$ cat src/rtl/pmp_pkg.sv
// pmp_pkg: shared PMP A-modes, cfg-byte layout, CSR bases, error codes and encoder states
package pmp_pkg;
    typedef enum logic [1:0] {
        A_OFF   = 2'd0,
        A_TOR   = 2'd1,
        A_NA4   = 2'd2,
        A_NAPOT = 2'd3
    } a_mode_e;
    typedef enum logic [1:0] {
        ERR_OK     = 2'd0,
        ERR_LOCKED = 2'd1,
        ERR_ALIGN  = 2'd2,
        ERR_RANGE  = 2'd3
    } err_e;
    typedef enum logic [2:0] {
        S_IDLE,
        S_CLASSIFY,
        S_WR_LO,
        S_WR_ADDR,
        S_WR_CFG,
        S_RESP
    } state_e;
    typedef struct packed {
        logic       l;
        logic [1:0] rsvd;
        a_mode_e    a;
        logic [2:0] xwr;
    } cfg_byte_t;
    localparam logic [11:0] CSR_PMPCFG_BASE  = 12'h3A0;
    localparam logic [11:0] CSR_PMPADDR_BASE = 12'h3B0;
    function automatic logic [7:0] pack_cfg(input logic l, input a_mode_e a, input logic [2:0] xwr);
        cfg_byte_t c;
        c = '{l: l, rsvd: 2'b00, a: a, xwr: xwr};
        return c;
    endfunction
endpackage

$ cat src/rtl/pmp_mode_classify.sv
// pmp_mode_classify: picks the A-mode, error code and pmpaddr encodings for a region descriptor
module pmp_mode_classify
    import pmp_pkg::*;
#(
    parameter int NUM_ENTRIES = 16,
    parameter int IDX_W       = $clog2(NUM_ENTRIES)
) (
    input  logic [IDX_W-1:0]       idx,
    input  logic [31:0]            base,
    input  logic [31:0]            len,
    input  logic [NUM_ENTRIES-1:0] locks,
    output a_mode_e                mode,
    output err_e                   err,
    output logic                   need_lo,
    output logic [31:0]            addr_lo,
    output logic [31:0]            addr_hi
);
    logic [32:0] sum;
    logic pow2, napot, tor, overflow, misaligned, bad_tor0, locked;
    always_comb begin
        sum        = {1'b0, base} + {1'b0, len};
        pow2       = (len != 32'd0) && ((len & (len - 32'd1)) == 32'd0);
        napot      = pow2 && (len >= 32'd8) && ((base & (len - 32'd1)) == 32'd0);
        mode       = (len == 32'd4) ? A_NA4 : napot ? A_NAPOT : A_TOR;
        tor        = mode == A_TOR;
        overflow   = sum[32] && (sum[31:0] != 32'd0);
        misaligned = (len == 32'd0) || (len[1:0] != 2'd0) || (base[1:0] != 2'd0);
        bad_tor0   = tor && (idx == '0) && (base != 32'd0);
        locked     = locks[idx] || (tor && (idx != '0) && locks[idx - IDX_W'(1)]);
        err        = misaligned ? ERR_ALIGN : (overflow || bad_tor0) ? ERR_RANGE : locked ? ERR_LOCKED : ERR_OK;
        need_lo    = tor && (idx != '0);
        addr_lo    = base >> 2;
        addr_hi    = (mode == A_NAPOT) ? ((base >> 2) | ((len >> 3) - 32'd1)) : tor ? {1'b0, sum[32:2]} : (base >> 2);
    end
endmodule

$ cat src/rtl/pmp_region_encoder.sv
// pmp_region_encoder: turns region descriptors into sequenced pmpaddr/pmpcfg CSR writes with a lock-aware cfg shadow
module pmp_region_encoder
    import pmp_pkg::*;
#(
    parameter int NUM_ENTRIES = 16,
    parameter int IDX_W       = $clog2(NUM_ENTRIES)
) (
    input  logic             clk,
    input  logic             rst_n,
    input  logic             req_valid,
    output logic             req_ready,
    input  logic [IDX_W-1:0] req_idx,
    input  logic [31:0]      req_base,
    input  logic [31:0]      req_len,
    input  logic [2:0]       req_perm,
    input  logic             req_lock,
    output logic             wr_valid,
    input  logic             wr_ready,
    output logic [11:0]      wr_addr,
    output logic [31:0]      wr_data,
    output logic             rsp_valid,
    output logic [1:0]       rsp_err,
    output logic [1:0]       rsp_mode
);
    state_e state;
    logic [IDX_W-1:0] idx;
    logic [31:0] base, len;
    logic [2:0] perm;
    logic lock;
    logic [7:0] shadow [NUM_ENTRIES];
    logic [NUM_ENTRIES-1:0] locks;
    a_mode_e mode;
    err_e err;
    logic need_lo, hs;
    logic [31:0] addr_lo, addr_hi, cfg_word;
    logic [7:0] cfg_byte;

    pmp_mode_classify #(.NUM_ENTRIES(NUM_ENTRIES), .IDX_W(IDX_W)) u_classify (
        .idx     (idx),
        .base    (base),
        .len     (len),
        .locks   (locks),
        .mode    (mode),
        .err     (err),
        .need_lo (need_lo),
        .addr_lo (addr_lo),
        .addr_hi (addr_hi)
    );

    assign req_ready = state == S_IDLE;
    assign hs        = wr_valid && wr_ready;

    always_comb begin
        for (int i = 0; i < NUM_ENTRIES; i++) locks[i] = shadow[i][7];
        cfg_byte = pack_cfg(lock, mode, perm);
        for (int i = 0; i < 4; i++)
            cfg_word[8*i +: 8] = (2'(i) == idx[1:0]) ? cfg_byte : shadow[{idx[IDX_W-1:2], 2'(i)}];
    end

    always_ff @(posedge clk) begin
        if (!rst_n) begin
            state     <= S_IDLE;
            wr_valid  <= 1'b0;
            wr_addr   <= '0;
            wr_data   <= '0;
            rsp_valid <= 1'b0;
            rsp_err   <= '0;
            rsp_mode  <= '0;
            idx       <= '0;
            base      <= '0;
            len       <= '0;
            perm      <= '0;
            lock      <= 1'b0;
            for (int i = 0; i < NUM_ENTRIES; i++) shadow[i] <= '0;
        end else begin
            rsp_valid <= 1'b0;
            case (state)
                S_IDLE: if (req_valid) begin
                    idx   <= req_idx;
                    base  <= req_base;
                    len   <= req_len;
                    perm  <= req_perm;
                    lock  <= req_lock;
                    state <= S_CLASSIFY;
                end
                S_CLASSIFY: if (err != ERR_OK) begin
                    state     <= S_RESP;
                    rsp_valid <= 1'b1;
                    rsp_err   <= err;
                    rsp_mode  <= A_OFF;
                end else begin
                    state    <= need_lo ? S_WR_LO : S_WR_ADDR;
                    wr_valid <= 1'b1;
                    wr_addr  <= CSR_PMPADDR_BASE + 12'(need_lo ? idx - IDX_W'(1) : idx);
                    wr_data  <= need_lo ? addr_lo : addr_hi;
                end
                S_WR_LO: if (hs) begin
                    state   <= S_WR_ADDR;
                    wr_addr <= CSR_PMPADDR_BASE + 12'(idx);
                    wr_data <= addr_hi;
                end
                S_WR_ADDR: if (hs) begin
                    state   <= S_WR_CFG;
                    wr_addr <= CSR_PMPCFG_BASE + 12'(idx >> 2);
                    wr_data <= cfg_word;
                end
                S_WR_CFG: if (hs) begin
                    state       <= S_RESP;
                    wr_valid    <= 1'b0;
                    shadow[idx] <= cfg_byte;
                    rsp_valid   <= 1'b1;
                    rsp_err     <= ERR_OK;
                    rsp_mode    <= mode;
                end
                default: state <= S_IDLE;
            endcase
        end
    end
endmodule

$ cat config.mk
export PLATFORM = sky130hd
export DESIGN_NAME = pmp_region_encoder
export DESIGN_NICKNAME = d
export VERILOG_FILES = /design/src/rtl/pmp_pkg.sv /design/src/rtl/pmp_mode_classify.sv /design/src/rtl/pmp_region_encoder.sv
export SDC_FILE = /design/constraint.sdc
export NUM_CORES = 1
export LEC_CHECK = 0
export CAP_MARGIN = 15
export CORE_UTILIZATION = 60
export CTS_BUF_LIST = sky130_fd_sc_hd__clkbuf_8
export DETAILED_ROUTE_END_ITERATION = 16
export PLACE_DENSITY = 0.79
export SLEW_MARGIN = 25
export SYNTH_ARGS = -nofsm -noshare
export SYNTH_HDL_FRONTEND = slang
export SYNTH_SLANG_ARGS = --single-unit
export TNS_END_PERCENT = 20
$ cat constraint.sdc
create_clock -name clk -period 5.19 [get_ports clk]
set_input_delay 0.519 -clock clk [delete_from_list [all_inputs] [get_ports clk]]
set_output_delay 0.519 -clock clk [all_outputs]
set_load 0.01 [all_outputs]
==> parameters.txt <==
Parameter                              Value

Cells and area
  Growth of design area from synthesis to finish ... 16.6%
  Final std cells w/o fill ... 2008
  Count of fill cells added during filler insertion ... between 1500 and 2000
  Util after Layout ... 0.715
  Layout Nets ... roughly 1800
  Layout cell share with drive strength beyond 1 ... 0.103

Pwr
  NetSw ... ~0.0034 W
  Worst IR Drop VDD ... 0.366 mV
  Pint ... 0.00419 W
  Seq pwr share ... 0.302
  Share of power burned in the clock network ... 0.193
  Power density over cell area ... around 470 nW/µm²
  Part of the power in combinational logic ... 0.505
  Total leakage power ... 6.38 nW
  Switching power share of the total ... 0.449

Synth
  Number of enable flip-flop cells after synthesis ... 96
  Share of async-settable or async-resettable flops after synthesis ... 0
  Synth Flop Type ... sky130_fd_sc_hd__dfxtp_1
  Number of flip-flops and latches in the synthesized netlist ... between 200 and 250
  Yosys top cell area share ... 0.207
  Part of the Yosys area used for sequential elements ... 0.381
  Largest cells by area after synthesis ... sky130_fd_sc_hd__edfxtp_1, sky130_fd_sc_hd__dfxtp_1, sky130_fd_sc_hd__nand2_1
  Post-synthesis area per instance ... roughly 8.8 µm²
  Cell accounting for the most synthesized area ... sky130_fd_sc_hd__edfxtp_1
  Cell Area, Synth ... approximately 14000 µm²
  Number of library cell types mapped by synthesis ... between 80 and 90
  Post-Syn Instances ... around 1600
  YS warnings ... 0

STA
  Fmax achieved ... a little over 200 MHz
  Setup Viol. Count Final ... 0
  Total count of hold-check failures in the final report ... 0
  Worst-Margin Slew ... roughly 900 ps
  Worst setup skew after layout ... about 29 ps
  Setup Total Neg Slack ... 0 ps
  Post-route worst hold slack ... 455 ps
  Slew Limit Headroom ... 0.391
  Count of final max-slew check failures ... 0
  Min cycle time layout ... 4970 ps
  Final period utilization ... 0.957

Drt
  Pre-Repair DR Iteration Count ... 6
  Detailed Route WL ... about 50000 µm
  Violation count after the first detailed-routing iteration ... 1941
  Antenna-violating nets left ... 0
  Post-detailed-route via-to-cell ratio ... 6.63
  Number of DRC violations after detailed routing ... 0
  Wire length on met3 ... between 6000 and 7000 µm
  Top Metal Used ... met4
  Routed wire length on met2 ... around 21000 µm
  Wirelength per Cell ... between 20 and 25 µm
  Via count ... 13300
  DRT met1 WL ... roughly 20000 µm

CTS
  Root buf cell ... sky130_fd_sc_hd__clkbuf_8
  CTS tree ... yes
  Skew-Pair Late Insertion Delay ... around 560 ps
  Number of buffers created by CTS ... 37
  Deepest level of the CTS H-tree ... 2
  Number of buffers on the longest clock path ... 3
  Total number of clock tree sinks ... between 200 and 250
  Clock input transition at the sequential cells of the worst setup and hold paths ... 60 ps

Setup path
  Register-to-register setup slack ... 220 ps
  Crit path launch type ... flop
  Kind of critical path ... flop to flop
  Worst R2R End ... wr_data[17]
  Maximum fanout count along the critical path ... 32
  CP Data Required Time ... around 5600 ps
  Crit. End Element ... flop
  Origin of the critical flop-to-flop path ... len[3]
  R2R depth ... 21
  Arrival time of the worst setup path ... around 5400 ps

Floorplan
  Chip height ... roughly 150 µm
  Horizontal extent of the die ... 154 µm
  Initial Util ... 0.613
  Die outline area ... about 24000 µm²
  Core Box Area ... around 23000 µm²
  Row count ... 55
  Ports ... 127

Worst hold path
  Hold Path Stages ... 2
  Hold endpoint ... rsp_mode[0]
  Hold crit path type ... flop to flop
  Hold Startpoint ... rsp_mode[0]

Status
  Outcome ... finished clean

Placed design
  Sum of net half-perimeters after detailed placement ... between 30000 and 40000 µm
  Number of placed instances, taps included ... 1938
  Routability Congestion ... a little over 1
  Port Buf Inserts ... ~120

GRT
  Vias in the first global route ... 12300
  Number of antenna violations at the first check in global routing ... 0
  GRT Residual Overflow ... 0
  Largest net degree at the start of global routing ... 79
  Global-route wire length before repair ... about 74000 µm
  Global-route total usage across every layer ... 0.416

Run
  Max-cap violations ... 0
## timing repair
item / in CTS / in global routing
setup endpoints to repair: 32 / 43
hold buffers: 0 / 0
gates resized for setup: 0 / 11
pin swaps: 0 / 4
buffers inserted: 1 / 4
## worst max-delay path, cell delays in order (launching register included)
cell and delay (ps):
sky130_fd_sc_hd__dfxtp_1 380, sky130_fd_sc_hd__inv_1 160, sky130_fd_sc_hd__ha_1 230, sky130_fd_sc_hd__nor3b_2 220, sky130_fd_sc_hd__nand4_1 260, sky130_fd_sc_hd__nand4b_1 370
sky130_fd_sc_hd__nor3_2 180, sky130_fd_sc_hd__nor3b_1 230, sky130_fd_sc_hd__buf_4 180, sky130_fd_sc_hd__nand2_1 60, sky130_fd_sc_hd__ha_1 180, sky130_fd_sc_hd__nor4_1 190
sky130_fd_sc_hd__nand4_1 130, sky130_fd_sc_hd__nor4_1 340, sky130_fd_sc_hd__and4_4 300, sky130_fd_sc_hd__a21oi_1 120, sky130_fd_sc_hd__a21o_1 250, sky130_fd_sc_hd__or2_1 280
sky130_fd_sc_hd__a2111oi_4 260, sky130_fd_sc_hd__o21bai_4 140, sky130_fd_sc_hd__buf_12 210, sky130_fd_sc_hd__mux2i_1 140
## final cells by class
| type | instances | area, µm² | area share |
|---|---|---|---|
| Multi-Input combinational cell | 1218 | 8070 | 0.497 |
| Sequential cell | 217 | 5310 | 0.327 |
| Timing Repair Buffer | 178 | 1650 | 0.102 |
| Clock buffer | 39 | 537 | 0.0331 |
| Tap cell | 285 | 357 | 0.0220 |
| Inverter | 45 | 169 | 0.0104 |
| Clock inverter | 25 | 139 | 0.00856 |
| Antenna cell | 1 | 2.50 | 0.000154 |
## Yosys cell counts (all sizes together) (4+ instances only)
cell type,number
nand2,325
dfxtp,121
a21oi,117
nor2,115
edfxtp,96
clkbuf,74
and2,72
ha,70
mux2i,61
inv,44
o21ai,44
nand3,37
mux4,33
nor3,32
nor4,28
buf,26
xnor2,24
o22ai,23
a21o,19
nand4,18
xor2,18
a221o,14
nand2b,12
o211ai,10
o21bai,9
or3,9
a31oi,8
a211oi,7
and3,7
mux2,7
nor2b,7
o221ai,7
o311ai,7
nor3b,6
o21a,6
o31ai,5
a2111oi,4
a21boi,4
o2111ai,4
## metrics by stage
step	worst slack, ps	power (W)	instance area (µm²)
5_1_grt	-44.1	0.00790	16200
2_1_floorplan	535	0.00461	13900
3_3_place_gp	304	0.00591	15500
4_1_cts	51.9	0.00739	16200
6_report	222	0.00760	16200
3_5_place_dp	19.4	0.00594	15500
## cell families after synthesis
family,after synthesis,share of synthesized area
DFF,217,0.381
and+or+nand+nor,683,0.227
AOI/OAI and AO/OA,318,0.154
buffers and inverters,145,0.0437
muxes,101,0.103
xor gates and xnor gates,42,0.0264
other,1,0.000269
adders and majority gates,71,0.0643
## worst max path at each step
| stage | startpoint | end | cells past startpoint |
|---|---|---|---|
| 3_5_place_dp | len[3] | wr_data[30] | 21 |
| 3_3_place_gp | len[3] | wr_data[5] | 21 |
| 2_1_floorplan | len[3] | wr_data[1] | 22 |
| 4_1_cts | len[3] | wr_data[30] | 21 |
| 6_report | len[3] | wr_data[17] | 21 |
| 5_1_grt | len[3] | wr_data[15] | 21 |
## layer usage
metal / vias to the layer above / track usage
met5: - / 0
met4: 0 / 0.172
met3: 174 / 0.0922
met2: 931 / 0.627
met1: 6275 / 0.580
li1: 5925 / -
## flip-flops by register name, summed over array words and instances (netlist names), named ones only
| name | flops |
|---|---|
| base | 32 |
| len | 32 |
| rsp_mode | 2 |
| shadow | 96 |
| state | 3 |
| wr_data | 32 |
| rsp_err | 2 |
| wr_addr | 6 |
| wr_valid | 1 |
| idx | 4 |
| lock | 1 |
| perm | 3 |
| rsp_valid | 1 |
## cell usage in the layout (no fill, tap or decap), types with 6 or more instances in the layout
cell	n
sky130_fd_sc_hd__nand2_1	321
sky130_fd_sc_hd__clkdlybuf4s50_1	122
sky130_fd_sc_hd__dfxtp_1	121
sky130_fd_sc_hd__a21oi_1	115
sky130_fd_sc_hd__nor2_1	110
sky130_fd_sc_hd__edfxtp_1	96
sky130_fd_sc_hd__and2_1	70
sky130_fd_sc_hd__ha_1	70
sky130_fd_sc_hd__mux2i_1	61
sky130_fd_sc_hd__buf_4	55
sky130_fd_sc_hd__inv_1	53
sky130_fd_sc_hd__clkbuf_8	39
sky130_fd_sc_hd__nand3_1	37
sky130_fd_sc_hd__o21ai_0	36
sky130_fd_sc_hd__mux4_2	33
sky130_fd_sc_hd__nor3_1	30
sky130_fd_sc_hd__nor4_1	24
sky130_fd_sc_hd__xnor2_1	24
sky130_fd_sc_hd__o22ai_1	23
sky130_fd_sc_hd__a21o_1	19
sky130_fd_sc_hd__xor2_1	18
sky130_fd_sc_hd__nand4_1	17
sky130_fd_sc_hd__a221o_1	14
sky130_fd_sc_hd__nand2b_1	12
sky130_fd_sc_hd__o211ai_1	10
sky130_fd_sc_hd__or3_1	9
sky130_fd_sc_hd__clkinv_1	9
sky130_fd_sc_hd__o21bai_1	8
sky130_fd_sc_hd__o21ai_1	8
sky130_fd_sc_hd__a31oi_1	8
sky130_fd_sc_hd__nor2b_1	7
sky130_fd_sc_hd__and3_1	7
sky130_fd_sc_hd__mux2_2	7
sky130_fd_sc_hd__o221ai_1	6
sky130_fd_sc_hd__a211oi_1	6
sky130_fd_sc_hd__o21a_1	6
## power by group through the flow
| stage | Sequential [W] | Combinational (W) | Clock (W) |
|---|---|---|---|
| after floorplan | 0.00217 | 0.00244 | 0 |
| after global placement | 0.00229 | 0.00362 | 0 |
| after detailed placement | 0.00230 | 0.00363 | 0 |
| after CTS | 0.00227 | 0.00366 | 0.00146 |
| after global routing | 0.00230 | 0.00406 | 0.00153 |
| final | 0.00230 | 0.00384 | 0.00146 |
Power figures use the tool's default switching activity.
==> RTL edit: new RTL, same settings <==
Put one more register stage on the output `rsp_err`, cleared by the reset. The value now appears one clock later. The other outputs are not delayed to match.
--- a/src/rtl/pmp_region_encoder.sv
+++ b/src/rtl/pmp_region_encoder.sv
@@ -22,6 +22,8 @@
     output logic [1:0]       rsp_err,
     output logic [1:0]       rsp_mode
 );
+
+    logic [1:0] rsp_err_s0;
     state_e state;
     logic [IDX_W-1:0] idx;
     logic [31:0] base, len;
@@ -64,7 +66,7 @@
             wr_addr   <= '0;
             wr_data   <= '0;
             rsp_valid <= 1'b0;
-            rsp_err   <= '0;
+            rsp_err_s0 <= '0;
             rsp_mode  <= '0;
             idx       <= '0;
             base      <= '0;
@@ -86,7 +88,7 @@
                 S_CLASSIFY: if (err != ERR_OK) begin
                     state     <= S_RESP;
                     rsp_valid <= 1'b1;
-                    rsp_err   <= err;
+                    rsp_err_s0 <= err;
                     rsp_mode  <= A_OFF;
                 end else begin
                     state    <= need_lo ? S_WR_LO : S_WR_ADDR;
@@ -109,12 +111,20 @@
                     wr_valid    <= 1'b0;
                     shadow[idx] <= cfg_byte;
                     rsp_valid   <= 1'b1;
-                    rsp_err     <= ERR_OK;
+                    rsp_err_s0  <= ERR_OK;
                     rsp_mode    <= mode;
                 end
                 default: state <= S_IDLE;
             endcase
         end
     end
+    always_ff @(posedge clk) begin
+        if (!rst_n) begin
+            rsp_err <= '0;
+        end else begin
+            rsp_err <= rsp_err_s0;
+        end
+    end
+
 endmodule
 
Formal check against the unedited RTL: not equivalent (a bounded check fails within 4 cycles, from zero or initial values and one cycle with rst_n low).
==> RTL edit against the unedited design <==
Maximum frequency is 4.0% lower. Sequential power is 3% lower. Wire length is 9.8% higher. Design area is 10% higher. Area after synthesis is 6.1% higher. Power is 3.3% higher. Worst setup slack worse by 210 ps. Sequential cell count is 2 higher. Critical path type unchanged. Critical endpoint is now wr_data[22]. Largest power group unchanged.
==> RTL edit: results (changes against the unedited design) <==
Detailed routing
The routed length on met1 is 22200 um (was 20000 um). The routed length on met2 is 21900 um (was 21300 um). The post-detailed-route via-to-cell ratio is 6.69 (was 6.63).

The detailed route wirelength on metal3 came to 7630 um (was 6140 um). The DRC violation total after the first TritonRoute iteration is 2432 (was 1941). The first-pass iteration count of the detailed router is 6 (unchanged).

The top metal layer carrying routed signals is met4 (unchanged). The number of design rule violations left after detail routing was 0 (unchanged). The average detailed-routed wire length per instance is 24.4 um (was 24.7 um).

Clock network
The root buffer cell is clkbuf_8 (unchanged). The number of buffers inserted during clock tree synthesis is 37 (unchanged). The largest buffer count on any clock path came to 3 (unchanged). The depth of the CTS H-tree came to 2 (unchanged). The clock latency at the later pin of the worst-skew pair is 560 ps (about the same).

The clock-pin slew reported for the worst setup and hold paths after clock tree synthesis was 60 ps (about the same).

Final layout
The number of non-filler instances in the completed layout is 2232 (was 2008). The antenna cell count is 0 (was 1). The register ranked first by flip-flop count is shadow (unchanged). The proportion of layout cells with a drive suffix above 1 is 15.1% (was 10.3%).

The final net count is 2031 (was 1844). The number of flip-flops under the largest register name is 96 (unchanged).

Place
The count of buffers inserted at the top-level ports came to 123 (unchanged). The post-placement cell area is 16900 um2 (was 15500 um2). The final RePlAce weighted congestion is 1.13 (was 1.04). The half-perimeter wire length of the detailed placement result came to 40900 um (was 37200 um).

Yosys
The synthesized instance count is 1704 (was 1578). The register area share after synthesis is 36.2% (was 38.1%). The count of cell types in the netlist is 74 (was 89). The most instantiated flip-flop cell in the synthesis netlist is dfxtp_1 (unchanged). The post-synthesis async set-or-reset flop share was 0% (unchanged). The number of enable flip-flop cells after synthesis is 96 (unchanged). Synth top cells by count: nand2_1, dfxtp_1, clkbuf_1 (was nand2_1, dfxtp_1, a21oi_1). The count of warnings emitted by yosys is 0 (unchanged). Ranking of synthesized cells by area: edfxtp_1, dfxtp_1, nand2_1, ha_1, mux4_2 (unchanged).

The top-area cell type share of the netlist area is 19.5% (was 20.7%).

Min path
The hold-critical path depth was 1 (was 2). The path type of the worst min-delay path is register to register (unchanged).

Global route
The initial antenna violation count is 0 (unchanged). The number of global-route vias before repair was 13735 (was 12287). The maximum number of pins on one net before global-route repair was 90 (was 79).

The aggregate global-route resource usage came to 42.2% (was 41.6%). The global-route wire length before repair came to 81500 um (was 74100 um).

Timing
The relative slew slack is 45.6% (was 39.1%). The final setup skew is 33.7 ps (was 28.7 ps).

Power
The worst supply voltage drop on vdd came to 320 uV (was 366 uV). The cell leakage power is 7.31 nW (was 6.38 nW).

Setup path
The maximum fanout along the worst path is 11 (was 32). The data arrival time of the critical path came to 5590 ps (was 5380 ps). The depth of the worst register-to-register path is 20 (was 21).

Status
Outcome: completed (unchanged).

Job
The number of max-cap violations came to 0 (unchanged).
## RTL edit: timing repair
item                       CTS  global route
pin swaps                   15            10
setup buffers               10             3
cloned                       0             2
setup endpoints to repair   47            47
resized for setup           14            21
## RTL edit: worst paths after layout
| path | slack [ps] | start | endpoint |
|---|---|---|---|
| worst max-delay path | 10 | len[4] | wr_data[22] |
| worst min-delay path | 460 | rsp_err_s0[1] | rsp_err[1] |
| worst max register to register | 10 | len[4] | wr_data[22] |
| worst min register to register | 460 | rsp_err_s0[1] | rsp_err[1] |
## RTL edit: logic make-up (layout without fill, tap and decap cells)
family / after synthesis / count (layout) / synth area share, %
AND/OR/NAND/NOR: 749 / 749 / 24.3
AO/OA/AOI/OAI: 374 / 374 / 17.2
flip-flops: 219 / 219 / 36.2
buffers and inverters: 149 / 351 / 4.10
multiplexers: 100 / 100 / 9.66
adder cells (fa/ha/maj): 71 / 71 / 6.07
XOR/XNOR: 41 / 41 / 2.43
other: 1 / 3 / 0.0254
## RTL edit: layout make-up
cell class | instances | area (um2)
clock buffers | 42 | 578
well taps | 324 | 405
multi-input cells | 1338 | 9040
flip-flops and latches | 219 | 5350
clock inverters | 21 | 104
fillers | 1791 | 6330
repair buffers | 267 | 2360
inverters | 21 | 78.8
## RTL edit: critical path, cell delays in order (launching register included)
cell	delay [ps]
dfxtp_2	330
buf_4	140
nor4_4	340
nand4_1	220
or2_4	300
nor2_2	100
inv_1	60
or3_1	320
ha_1	200
nor4_2	130
nand4_1	190
nor3_2	300
a41oi_2	220
a22oi_1	210
nand4_1	100
or4_1	490
or4_4	470
a2111oi_4	410
nor2_4	140
clkbuf_16	220
mux2i_1	120
## RTL edit: metal layers
metal,vias up,track usage (%)
met3,199,11.6
met2,1170,59.2
met4,0,17.5
met5,-,0
met1,6995,60.8
li1,6571,-
## RTL edit: report_power, final
group / leakage, nW / switching, mW / internal, mW
registers: 1.99 / 0.243 / 1.97
logic: 4.93 / 2.47 / 1.71
clock network: 0.391 / 0.708 / 0.741
## RTL edit: through the flow
stage          worst slack [ps]  hold WS, ps
2_1_floorplan              7.06          428
3_3_place_gp              -50.9          443
3_5_place_dp               -185          444
4_1_cts                    13.8          463
5_1_grt                    -162          490
6_report                   14.8          458
